### src/rtl/multiword_add_seq.sv
// multiword_add_seq: streams WORDS-word operands LS-first through an external WIDTH-bit adder
module multiword_add_seq #(
  parameter int WIDTH = 8,
  parameter int WORDS = 4
) (
  input  logic             clk,
  input  logic             rst_n,
  input  logic             flush,
  input  logic             in_valid,
  output logic             in_ready,
  input  logic [WIDTH-1:0] in_x,
  input  logic [WIDTH-1:0] in_y,
  input  logic             in_cin,
  output logic [WIDTH-1:0] add_x,
  output logic [WIDTH-1:0] add_y,
  output logic             add_cin,
  input  logic [WIDTH-1:0] add_sum,
  input  logic             add_cout,
  output logic             out_valid,
  input  logic             out_ready,
  output logic [WIDTH-1:0] out_sum,
  output logic             out_last,
  output logic             out_cout
);
  localparam int CW = WORDS > 1 ? $clog2(WORDS) : 1;
  localparam logic [CW-1:0] LAST = CW'(WORDS - 1);
  logic [CW-1:0] word_cnt;
  logic carry_q, accept, last;
  // adder drive and handshake; word 0 always takes the fresh transaction carry
  always_comb begin
    last     = word_cnt == LAST;
    add_x    = in_x;
    add_y    = in_y;
    add_cin  = word_cnt == '0 ? in_cin : carry_q;
    in_ready = !flush && (!out_valid || out_ready);
    accept   = in_valid && in_ready;
  end
  // word counter, inter-word carry and the registered output stage
  always_ff @(posedge clk or negedge rst_n) begin
    if (!rst_n) begin
      word_cnt  <= '0;
      carry_q   <= 1'b0;
      out_valid <= 1'b0;
      out_sum   <= '0;
      out_last  <= 1'b0;
      out_cout  <= 1'b0;
    end else if (flush) begin
      word_cnt  <= '0;
      carry_q   <= 1'b0;
      out_valid <= 1'b0;
    end else if (accept) begin
      word_cnt  <= last ? '0 : word_cnt + CW'(1);
      carry_q   <= add_cout;
      out_valid <= 1'b1;
      out_sum   <= add_sum;
      out_last  <= last;
      out_cout  <= add_cout;
    end else if (out_ready) begin
      out_valid <= 1'b0;
    end
  end
endmodule

### config.mk
export PLATFORM = sky130hd
export DESIGN_NAME = multiword_add_seq
export DESIGN_NICKNAME = d
export VERILOG_FILES = /design/src/rtl/multiword_add_seq.sv
export SDC_FILE = /design/constraint.sdc
export NUM_CORES = 1
export LEC_CHECK = 0
export ABC_CLOCK_PERIOD_IN_PS = 1400
export BUFFER_PORTS_ARGS = -buffer_cell sky130_fd_sc_hd__buf_2
export CORE_UTILIZATION = 33
export CTS_CLUSTER_SIZE = 14
export DETAILED_ROUTE_END_ITERATION = 8
export GPL_ROUTABILITY_DRIVEN = 1
export HOLD_SLACK_MARGIN = 0.06
export PLACE_DENSITY = 0.73
export SYNTH_ARGS = -nofsm -noshare
export SYNTH_HDL_FRONTEND = slang
export SYNTH_SLANG_ARGS = --single-unit
### constraint.sdc
create_clock -name clk -period 1.4 [get_ports clk]
set_input_delay 0.14 -clock clk [delete_from_list [all_inputs] [get_ports clk]]
set_output_delay 0.14 -clock clk [all_outputs]
set_load 0.05 [all_outputs]
==> qor.yml <==
status: "finished, violations left"
violations: "negative setup slack"
grtUsageTotal_pct: 13.5
grt_antenna_before_repair: 0
final_antenna_net_count: 0
min_path_type: "input pin to flip-flop"
yosys_warnings: 0
crit_path_max_incr_delay_ns: 0.40
boundaryPins: 60
clk_latency_ns: 0.27
crit_family: "flip-flops"
final_common_cell: "buf_2"
critical_path_depth: 4
fin_setup_tns_ns: -0.0791
clock.fmax_mhz: 676
hold_path_depth: 2
period_share_pct: 106
syn_inst: 60
r2r_cells: 4
rows: 16
port_buffers: 27
syn_avg_cell_area_um2: 11.9
met2_usage_pct: 22.0
drive_gt1_share_pct: 66.3
clockBufferDepth: 2
yosysSeqAreaShare_pct: 48.9
cp_max_fo: 2
end_kind: "output pin"
synth_area_um2: 717
syn_to_final_growth_pct: 24.4
cts-root-buf: "clkbuf_4"
drc_errors: 0
cts_tree: "done"
drt_iter0_drc: 6
cp-startpoint: "word_cnt[0]$_DFFE_PN0P_"
setup.worst_path.class: "flip-flop to output pin"
rsz0062_at_grt: "true"
relSlewSlack_pct: 79.0
finalHoldViolCount: 0
grt_pass1_wl_um: 2460
hp-start: "add_sum[4]"
worstPathCellList: "inv_2 -> ha_4 -> mux2_4 -> buf_8"
cts_sinks: 14
diodes: 0
ys_ff_latch: 14
vias: 492
die_x_um: 48.6
dieHeight_um: 48.6
p_switching_uw: 411
h-tree-depth: 1
use_met1_pct: 15.3
clockPowerShare_pct: 20.4
swShare_pct: 37.0
maxSlewViolCount: 0
drt_pass1_iterations: 3
grt-ovfl-total: 0
placed_area_um2: 797
pwr-share-comb_pct: 36.3
p_leak_nw: 0.440
hold_ws_ns: 0.0979
vdd_ir_drop_max_mv: 0.439
totalWireLength_um: 1380
synth_top_area_share_pct: 48.9
design_area_um2: 892
worst-path-buf-inv: 2
worstMarginPinSlew_ns: 0.315
final_nets: 117
dieArea_um2: 2360
dp_hpwl_um: 1080
cts_made_buffers: 3
finalSetupViolCount: 1
worst_path_max_delay_cell: "dfrtp_1"
critPathRequiredTime_ns: 1.26
synth_top_cell_by_area: "dfrtp_1"
first_global_vias: 532
power.internal_uw: 702
syn_nets: 93
synth.area.top_cells: "dfrtp_1 (49%), mux2_2 (17%), buf_4 (17%), ha_1 (3.5%), a21oi_1 (2.8%)"
via_per_inst: 4.47
power.share.sequential_pct: 43.3
path_clk_slew_ns: 0.08
grtUsageMet3_pct: 5.97
critPathLaunchType: "flip-flop"
r2r_start: "out_valid$_DFFE_PN0P_"
pwr_density_cell_nw_per_um2: 1250
grt_busiest_layer: "met2"
fin_crit_ns: 1.48
worst_slack_ns: -0.0791
start_util_pct: 35.8
finClkSkew_ns: 0.00580
max-cap-violations: 0
gp_congestion: 0.749
mostFrequentLayoutCells: "buf_2 (25), dfrtp_1 (13), mux2_2 (10)"
synth_cell_types: 13
wl_per_cell_um: 12.6
core_area_um2: 2000
worstPathArrival_ns: 1.34
grt_max_degree: 15
worst reg2reg max path: stages (launching register included):
cell and delay (ns):
dfrtp_2 0.41, and2b_4 0.19, nor3_4 0.18, buf_4 0.16
mux2_2 0.31
metal layers:
| layer | share of wire (%) | up-vias |
|---|---|---|
| met5 | 0 | - |
| met4 | 0 | 0 |
| met3 | 10 | 0 |
| met2 | 49 | 29 |
| met1 | 41 | 229 |
| li1 | - | 234 |
state kept, by name, summed over array words and instances (netlist names):
name and count:
carry_q 1, word_cnt 2, out_sum 8, out_cout 1, out_valid 1, out_last 1
path summary, 6_finish.rpt:
| kind | endpoint | slack [ns] |
|---|---|---|
| setup / recovery | add_cin | -0.08 |
| hold / removal | out_sum[4]$_DFFE_PN0P_ | 0.1 |
| setup reg to reg | out_sum[0]$_DFFE_PN0P_ | 0.04 |
| hold reg to reg | out_sum[6]$_DFFE_PN0P_ | 0.50 |
| max in group asynchronous | out_valid$_DFFE_PN0P_ | 0.85 |
| min in group asynchronous | out_sum[3]$_DFFE_PN0P_ | 0.29 |
timing repair:
| item | CTS | global route |
|---|---|---|
| buffers inserted | 2 | 1 |
| hold buffers | 1 | 0 |
| pin swaps | 2 | 1 |
| endpoints found under the setup margin | 9 | 6 |
| gates resized for setup | 9 | 2 |
| endpoints found under the hold margin | 14 | 0 |
synthesized netlist by cell type:
library cell and instances:
nor3_4 1, o21ai_0 3, a21oi_1 4, inv_1 2, ha_1 2, buf_4 16, nor2_1 1, dfrtp_1 14
and2b_4 1, mux2_2 11, nand3_1 3, nand2b_1 1, inv_2 1
area by class of cell:
cell class                      instances  area, µm²
Fill cell                             195       1110
Clock buffer                            4       26.3
Tap cell                               27       33.8
Sequential cell                        14        352
Timing Repair Buffer                   35        218
Multi-Input combinational cell         27        251
Inverter                                3       11.3
power groups by stage:
stage                     Combinational (mW)  Sequential, mW  Clock, mW
after floorplan                        0.219           0.658          0
after global placement                 0.368           0.490          0
after detailed placement               0.374           0.491          0
after CTS                              0.402           0.483      0.239
after global routing                   0.427           0.490      0.263
final                                  0.404           0.482      0.227
per-stage QoR:
stage	instances	setup WS, ns	total power, mW	util, %
CTS	109	-0.0595	1.12	43.9
floorplan	60	-0.188	0.878	-
global route	110	-0.131	1.18	44.6
finish	110	-0.0791	1.11	44.6
global placement	102	0.0284	0.858	39.8
detailed placement	102	-0.00480	0.866	39.8
kinds of logic after synthesis:
kind of cell | share of synthesized area, %
AO/OA/AOI/OAI | 4.89
adder cells (fa/ha/maj) | 3.49
buffers and inverters | 18.3
AND/OR/NAND/NOR | 7.16
multiplexers | 17.3
flip-flops | 48.9
Note: power is estimated with default switching activity, not from simulation.
